**src/rtl/kofn_detector_pipe_if.sv**
```systemverilog
// Sample-in / record-out handshake bundle for kofn_detector_pipe.
// The producer/consumer side uses master; the detector uses slave.
interface kofn_detector_pipe_if #(
    parameter int N       = 8,
    parameter int PERSIST = 3,
    parameter int CW      = $clog2(N + 1),
    parameter int SW      = $clog2(PERSIST + 1)
);
    logic          in_val;
    logic          in_rdy;
    logic [N-1:0]  in_bits;
    logic [CW-1:0] thresh;
    logic          clear;
    logic          out_val;
    logic          out_rdy;
    logic [CW-1:0] out_count;
    logic          out_hit;
    logic [SW-1:0] out_streak;
    logic          out_detect;

    modport master (
        output in_val, in_bits, thresh, clear, out_rdy,
        input  in_rdy, out_val, out_count, out_hit, out_streak, out_detect
    );

    modport slave (
        input  in_val, in_bits, thresh, clear, out_rdy,
        output in_rdy, out_val, out_count, out_hit, out_streak, out_detect
    );
endinterface

```
**src/rtl/kofn_detector_pipe.sv**
```systemverilog
// Two-stage K-of-N popcount detector with a saturating consecutive-hit streak.
// S1 holds popcount/hit; S2 is the output register and owns the streak.
module kofn_detector_pipe #(
    parameter int N       = 8,
    parameter int PERSIST = 3,
    parameter int CW      = $clog2(N + 1),
    parameter int SW      = $clog2(PERSIST + 1)
) (
    input logic                clk,
    input logic                rst_n,
    kofn_detector_pipe_if.slave bus
);
    logic          s1_val, s1_hit;
    logic [CW-1:0] s1_count;
    logic          s2_val, s2_hit, s2_detect;
    logic [CW-1:0] s2_count;
    logic [SW-1:0] s2_streak, streak;

    logic          s1_adv, s2_adv, in_rdy;
    logic [CW-1:0] pc;
    logic          pc_hit;
    logic [SW-1:0] base, new_streak;

    always_comb begin
        pc = '0;
        for (int i = 0; i < N; i++) pc = pc + CW'(bus.in_bits[i]);
    end

    // thresh can exceed N inside CW bits, so that case naturally never hits
    assign pc_hit = (pc >= bus.thresh);

    assign s2_adv = !s2_val || bus.out_rdy;
    assign s1_adv = s1_val && s2_adv;
    assign in_rdy = !s1_val || s2_adv;

    assign base       = bus.clear ? '0 : streak;
    assign new_streak = !s1_hit                ? '0 :
                        (base >= SW'(PERSIST)) ? SW'(PERSIST) :
                                                 base + SW'(1);

    always_ff @(posedge clk or negedge rst_n) begin
        if (!rst_n) begin
            s1_val   <= 1'b0;
            s1_count <= '0;
            s1_hit   <= 1'b0;
        end else if (in_rdy) begin
            s1_val <= bus.in_val;
            if (bus.in_val) begin
                s1_count <= pc;
                s1_hit   <= pc_hit;
            end
        end
    end

    // Streak only moves on a transfer; a lone clear zeroes it without touching S2
    always_ff @(posedge clk or negedge rst_n) begin
        if (!rst_n) begin
            s2_val    <= 1'b0;
            s2_count  <= '0;
            s2_hit    <= 1'b0;
            s2_streak <= '0;
            s2_detect <= 1'b0;
            streak    <= '0;
        end else begin
            if (s2_adv) s2_val <= s1_val;
            if (s1_adv) begin
                s2_count  <= s1_count;
                s2_hit    <= s1_hit;
                s2_streak <= new_streak;
                s2_detect <= (new_streak == SW'(PERSIST));
                streak    <= new_streak;
            end else if (bus.clear) begin
                streak <= '0;
            end
        end
    end

    assign bus.in_rdy     = in_rdy;
    assign bus.out_val    = s2_val;
    assign bus.out_count  = s2_count;
    assign bus.out_hit    = s2_hit;
    assign bus.out_streak = s2_streak;
    assign bus.out_detect = s2_detect;
endmodule

```
**src/flat_wrapper.sv**
```systemverilog
// flat-port wrapper written by rule: the top's interface ports become plain ports
module kofn_detector_pipe_flat 
#(
    parameter int N       = 8,
    parameter int PERSIST = 3,
    parameter int CW      = $clog2(N + 1),
    parameter int SW      = $clog2(PERSIST + 1)
)
  (clk, rst_n, bus_in_val, bus_in_bits, bus_thresh, bus_clear, bus_out_rdy, bus_in_rdy, bus_out_val, bus_out_count, bus_out_hit, bus_out_streak, bus_out_detect);
  kofn_detector_pipe_if #(.N(N), .PERSIST(PERSIST), .CW(CW), .SW(SW)) bus_i ();
  input logic clk;
  input logic rst_n;
  input wire logic [$bits(bus_i.in_val)-1:0] bus_in_val;
  input wire logic [$bits(bus_i.in_bits)-1:0] bus_in_bits;
  input wire logic [$bits(bus_i.thresh)-1:0] bus_thresh;
  input wire logic [$bits(bus_i.clear)-1:0] bus_clear;
  input wire logic [$bits(bus_i.out_rdy)-1:0] bus_out_rdy;
  output wire logic [$bits(bus_i.in_rdy)-1:0] bus_in_rdy;
  output wire logic [$bits(bus_i.out_val)-1:0] bus_out_val;
  output wire logic [$bits(bus_i.out_count)-1:0] bus_out_count;
  output wire logic [$bits(bus_i.out_hit)-1:0] bus_out_hit;
  output wire logic [$bits(bus_i.out_streak)-1:0] bus_out_streak;
  output wire logic [$bits(bus_i.out_detect)-1:0] bus_out_detect;
  assign bus_i.in_val = bus_in_val;
  assign bus_i.in_bits = bus_in_bits;
  assign bus_i.thresh = bus_thresh;
  assign bus_i.clear = bus_clear;
  assign bus_i.out_rdy = bus_out_rdy;
  assign bus_in_rdy = bus_i.in_rdy;
  assign bus_out_val = bus_i.out_val;
  assign bus_out_count = bus_i.out_count;
  assign bus_out_hit = bus_i.out_hit;
  assign bus_out_streak = bus_i.out_streak;
  assign bus_out_detect = bus_i.out_detect;
  kofn_detector_pipe #(.N(N), .PERSIST(PERSIST), .CW(CW), .SW(SW)) u_core (.clk(clk), .rst_n(rst_n), .bus(bus_i));
endmodule
```
**config.mk**
```make
export PLATFORM = sky130hd
export DESIGN_NAME = kofn_detector_pipe_flat
export DESIGN_NICKNAME = d
export VERILOG_FILES = /design/src/rtl/kofn_detector_pipe_if.sv /design/src/rtl/kofn_detector_pipe.sv /design/src/flat_wrapper.sv
export SDC_FILE = /design/constraint.sdc
export NUM_CORES = 1
export LEC_CHECK = 0
export ABC_CLOCK_PERIOD_IN_PS = 1420
export BUFFER_PORTS_ARGS = -buffer_cell sky130_fd_sc_hd__buf_2
export CORE_ASPECT_RATIO = 0.5
export CORE_MARGIN = 5
export CORE_UTILIZATION = 30
export DETAILED_ROUTE_END_ITERATION = 10
export SYNTH_ARGS = -nofsm -noshare
export SYNTH_HDL_FRONTEND = slang
export SYNTH_SLANG_ARGS = --single-unit
```
**constraint.sdc**
```tcl
create_clock -name clk -period 1.42 [get_ports clk]
set_input_delay 0.071 -clock clk [delete_from_list [all_inputs] [get_ports clk]]
set_output_delay 0.071 -clock clk [all_outputs]
set_load 0.01 [all_outputs]
```
==> impl_metrics.tcl, run 1 <==
set metrics [dict create \
    yosysUniqueCellTypes 27 \
    cts_tree "yes" \
    vias_per_cell 4.19 \
    cts_buffers 3 \
    timing.rr.end "u_core.s1_count[0]" \
    rsz0062_at_grt "yes" \
    synthAdderAreaFrac 0.173 \
    busiest_layer "met2" \
    holdPathStages 2 \
    setup_slack_ns -1.38 \
    wire_per_inst_microns 11.0 \
    grt_pass1_wl_microns 3280 \
    crit_required_ns 1.56 \
    dp_hpwl_microns 1440 \
    grtUsageTotal 0.0899 \
    hold_viol 0 \
    cpPeakStageDelay_ns 0.53 \
    violations "negative setup slack" \
    fin_crit_ns 2.80 \
    grt_pass1_vias 760 \
    whs_ns 0.0196 \
    fp.dieW_microns 90.5 \
    synthFlopType "dfrtp_1" \
    muxShareOfSynthArea 0.143 \
    fin_util 0.436 \
    synth_fp_nets 110 \
    r2r_slack_ns 0.24 \
    irDropWorstVdd_uv 402 \
    yosysWarnings 0 \
    cts_sinks 17 \
    io-pin-count 27 \
    p_leak_nw 0.690 \
    antenna_found_initial 0 \
    start_util 0.319 \
    vias 675 \
    reg2reg_depth 3 \
    path_max_fanout 2 \
    fin_nets 150 \
    drc 0 \
    maxSlewViolCount 0 \
    finalSetupViolCount 5 \
    n_antenna_cell 0 \
    h-tree-depth 1 \
    synth_xor_xnor_area_share 0.00902 \
    crit_path_top_delay_cell "fa_1" \
    power.density_nw_per_um2 1340 \
    ys_ff_latch 17 \
    place_congestion 0.697 \
    cp_cell_sequence "buf_6, ha_4, inv_2, fa_1, fa_1, inv_2, fa_2, inv_2, fa_2, inv_2, ha_4, o211ai_1, a21oi_1, a2bb2oi_1" \
    io_buffers 26 \
    die_h_microns 50.2 \
    hold_path_class "input port to register" \
    die_area_sq_um 4540 \
    root_buffer "clkbuf_8" \
    hold_end "u_core.streak[1]" \
    ys_async_sr_fraction 1.00 \
    drt-total-wl_microns 1780 \
    synth_compound_area_frac 0.0657 \
    final_cell_mix "buf_2 (24), dfrtp_1 (17), inv_1 (13)" \
    grt.overflow.total 0 \
    drt_iter0_markers 15 \
    fmax_ghz 0.357 \
    first_pass_iters 2 \
    grt_use_met1 0.102 \
    run_status "complete, but fails checks" \
    syn_avg_cell_area_sq_um 11.8 \
    worstSkewPairLatency_ns 0.25 \
    critical_path_arrival_ns 2.93 \
    r2r_start "u_core.s1_val" \
    path_class "input port to register" \
    clkTransAtPathRegs_ns 0.06 \
    clk_path_buf_depth 2 \
    drv_cap 0 \
    hold_start "bus_clear" \
    grt_max_degree 18 \
    syn_to_final_growth_pct 36.7 \
    synth_area_sq_um 971 \
    postRouteAntennaNets 0 \
    syn_inst 82 \
    endpoint_kind "register" \
    synth-simple-area-share 0.0941 \
    yosysSeqAreaShare 0.438 \
    tightestPinTransition_ns 0.384 \
    synth_edf_count 0 \
    max_slew_margin 0.744 \
    final_common_cell "buf_2" \
    nFillCells 307 \
    num_rows 14 \
    core_area_sq_um 3050 \
    place_ws_ns -1.69 \
    skew_ns 0.00192 \
    start_kind "input port" \
    gr-usage-met2 0.154 \
    drive_above_1_share 0.512 \
    p_total_w 0.00178 \
    grt_use_met3 0.0313 \
    crit_path_frequent_cell "inv_2" \
    period_share 1.97 \
    synth_top_family_by_area "adder cells" \
]
==> sequential cells by signal, summed over array words and instances, names as in the netlist <==
| register | cells |
|---|---|
| u_core.s1_hit | 1 |
| u_core.bus.out_streak | 2 |
| u_core.bus.out_count | 4 |
| u_core.bus.out_val | 1 |
| u_core.bus.out_hit | 1 |
| u_core.s1_count | 4 |
| u_core.streak | 2 |
| u_core.bus.out_detect | 1 |
| u_core.s1_val | 1 |
==> worst max-delay path, delay by kind of cell <==
kind                       cells  cell delay [ns]
adders and majority gates      6             2.21
buffers and inverters          5             0.31
AOI/OAI and AO/OA              3             0.35
==> final cells by class <==
| class | count | area, sq um | area share |
|---|---|---|---|
| Clock buffer | 4 | 45.0 | 0.0339 |
| Inverter | 17 | 63.8 | 0.0481 |
| Multi-Input combinational cell | 47 | 515 | 0.388 |
| Sequential cell | 17 | 425 | 0.320 |
| Tap cell | 40 | 50.0 | 0.0377 |
| Timing Repair Buffer | 36 | 228 | 0.172 |
==> power by group <==
group          internal, W  total (W)  switching (W)
Clock             0.000199   0.000354       0.000155
Sequential        0.000621   0.000697      0.0000760
Combinational     0.000434   0.000733       0.000298
==> synthesized netlist by cell type (2+ instances only) <==
| master | instances | area [sq um] |
|---|---|---|
| mux2_2 | 7 | 78.8 |
| mux2_4 | 4 | 60.1 |
| dfrtp_1 | 17 | 425 |
| nand2b_1 | 2 | 12.5 |
| nor2_1 | 2 | 7.51 |
| ha_1 | 7 | 87.6 |
| fa_1 | 4 | 80.1 |
| a21oi_1 | 3 | 15.0 |
| inv_1 | 17 | 63.8 |
| o21ai_0 | 2 | 10.0 |
==> per-stage QoR <==
step | std cells | instance area, sq um | TNS, ns
after CTS | 160 | 1320 | -5.19
after global routing | 161 | 1330 | -5.82
final | 161 | 1330 | -5.32
after detailed placement | 152 | 1200 | -6.49
after global placement | 152 | 1200 | -6.18
after floorplan | 82 | 990 | -4.95
==> layer usage <==
metal | wire, microns | up-vias
li1 | - | 345
met3 | 89 | 5
met4 | 39 | 0
met5 | 0 | -
met1 | 789 | 312
met2 | 860 | 13
==> how the worst max path moves through the flow <==
stage                     cells after the start       endpoint            from  slack [ns]
after detailed placement                     14  u_core.s1_hit  bus_in_bits[0]       -1.69
after global placement                       14  u_core.s1_hit  bus_in_bits[1]       -1.61
final                                        14  u_core.s1_hit  bus_in_bits[1]       -1.38
after CTS                                    14  u_core.s1_hit  bus_in_bits[1]       -1.36
after floorplan                              13  u_core.s1_hit  bus_in_bits[1]       -1.43
after global routing                         14  u_core.s1_hit  bus_in_bits[1]       -1.49
==> logic make-up after synthesis <==
group,after synthesis
flops,17
xor+xnor,1
mux,11
buf+inv,18
simple gates,14
compound gates,10
fa+ha+maj,11
==> repair_timing <==
action | 4_1_cts | 5_1_grt
setup buffers | 3 | 1
gates cloned | 0 | 0
endpoints found under the setup margin | 5 | 5
hold buffers | 1 | 0
gates resized for setup | 8 | 2
pin swaps | 2 | 1
hold endpoints to repair | 17 | 0
Note: power is estimated with default switching activity, not from simulation.
==> inputs of run 2 (changes only) <==
- SETUP_SLACK_MARGIN: default -> 0.2
==> run 2 against run 1 <==
Net effect: the run still ends with negative setup slack left; critical path depth unchanged; worst hold slack unchanged; die area unchanged; via count unchanged; first-iteration DRC count unchanged; setup slack unchanged; final cell count unchanged; sequential power about the same; clock skew about the same; combinational power about the same.
==> impl_metrics.tcl, run 2 (synthesized netlist as in run 1, its figures left out) <==
set metrics [dict create \
    nFillCells 308 \
    period_share 1.97 \
    stdcell_area_sq_um 1330 \
    io_buffers 26 \
    final_cell_mix "buf_2 (24), dfrtp_1 (16), inv_1 (13)" \
    setup_slack_ns -1.38 \
    postRouteAntennaNets 0 \
    vias 675 \
    cts_tree "yes" \
    endpoint_kind "register" \
    fp.dieW_microns 90.5 \
    wire_per_inst_microns 11.0 \
    vias_per_cell 4.19 \
    rsz0062_at_grt "yes" \
    crit_path_top_delay_cell "fa_1" \
    first_pass_iters 2 \
    run_status "complete, but fails checks" \
    crit_family "adder cells" \
    skew_ns 0.00192 \
    r2r_slack_ns 0.26 \
    start_util 0.319 \
    drc 0 \
    max_slew_margin 0.744 \
    die_area_sq_um 4540 \
    grt_max_degree 18 \
    h-tree-depth 1 \
    drt-total-wl_microns 1780 \
    top_layer "met4" \
    crit_required_ns 1.56 \
    drt-met1-wl_microns 789 \
    finalSetupViolCount 5 \
    critical_path_arrival_ns 2.93 \
    p_leak_nw 0.689 \
    die_h_microns 50.2 \
    n_antenna_cell 0 \
    cp_cell_sequence "buf_6, ha_4, inv_2, fa_1, fa_1, inv_2, fa_2, inv_2, fa_2, inv_2, ha_4, o211ai_1, a21oi_1, a2bb2oi_1" \
    final.setup.tns_ns -5.32 \
    dp_hpwl_microns 1440 \
    clk_path_buf_depth 2 \
    grt.overflow.total 0 \
    drive_above_1_share 0.521 \
    crit_path_frequent_cell "inv_2" \
    syn_to_final_growth_pct 36.9 \
    worstSkewPairLatency_ns 0.25 \
    grt_pass1_wl_microns 3280 \
    post_dp_cell_area_sq_um 1200 \
    drt_iter0_markers 15 \
    path_max_fanout 2 \
    grt_pass1_vias 760 \
    power.density_nw_per_um2 1340 \
    start_kind "input port" \
    cts_sinks 17 \
    path_class "input port to register" \
    hold_viol 0 \
    cpPeakStageDelay_ns 0.53 \
    maxSlewViolCount 0 \
    wl_met3_microns 89 \
    cts_buffers 3 \
    wl_met2_microns 860 \
    num_rows 14 \
    hold_path_class "input port to register" \
    grtUsageTotal 0.0899 \
    irDropWorstVdd_uv 402 \
    root_buffer "clkbuf_8" \
    tightestPinTransition_ns 0.384 \
    fmax_ghz 0.357 \
    core_area_sq_um 3050 \
    drv_cap 0 \
    crit_buf_inv 5 \
    violations "negative setup slack" \
    place_congestion 0.697 \
    fin_nets 150 \
    fin_crit_ns 2.80 \
    clkTransAtPathRegs_ns 0.06 \
    io-pin-count 27 \
    final_common_cell "buf_2" \
    whs_ns 0.0196 \
    fin_util 0.436 \
    antenna_found_initial 0 \
]
-- run 2: cell count changes in the layout (fill, tap and decap cells not counted) --
cell     before  now
dfrtp_1      17   16
dfrtp_2       0    1
-- run 2: repair_timing --
| action | CTS | global route |
|---|---|---|
| hold buffers | 1 | 0 |
| setup buffers | 3 | 1 |
| gates resized for setup | 8 | 3 |
| endpoints found under the hold margin | 17 | 0 |
| pin swaps | 2 | 1 |
| endpoints found under the setup margin | 5 | 6 |
-- run 2: routing by layer --
| metal | up-vias | GRT usage |
|---|---|---|
| met5 | - | 0 |
| met4 | 0 | 0.0446 |
| met3 | 5 | 0.0313 |
| met2 | 13 | 0.154 |
| met1 | 312 | 0.102 |
| li1 | 345 | - |
-- run 2: final timing paths --
path,depth (start not counted),to,start
worst min-delay path,2,u_core.streak[1],bus_clear
worst max-delay path,14,u_core.s1_hit,bus_in_bits[1]
worst max register to register,3,u_core.s1_count[0],u_core.bus.out_val
worst min register to register,1,u_core.s1_count[3],u_core.s1_count[3]
max in group asynchronous,2,u_core.s1_val,rst_n
min in group asynchronous,2,u_core.bus.out_count[2],rst_n
-- run 2: area by class of cell --
type	instances	area, sq um	area share
clock buffer	4	45.0	0.0339
inverter	17	63.8	0.0480
sequential	17	427	0.321
tap	40	50.0	0.0377
timing repair buffer	36	228	0.171
multi-input combinational	47	515	0.388
-- run 2: through the flow --
| stage | total power, W | cells | setup slack (ns) |
|---|---|---|---|
| floorplan | 0.00109 | 82 | -1.43 |
| CTS | 0.00178 | 160 | -1.36 |
| global route | 0.00194 | 161 | -1.49 |
| global placement | 0.00129 | 152 | -1.61 |
| finish | 0.00178 | 161 | -1.38 |
| detailed placement | 0.00132 | 152 | -1.69 |
-- run 2: power by group --
group | internal, W | total, W | switching, W
clock | 0.000199 | 0.000354 | 0.000155
sequential | 0.000622 | 0.000698 | 0.0000760
combinational | 0.000434 | 0.000733 | 0.000298
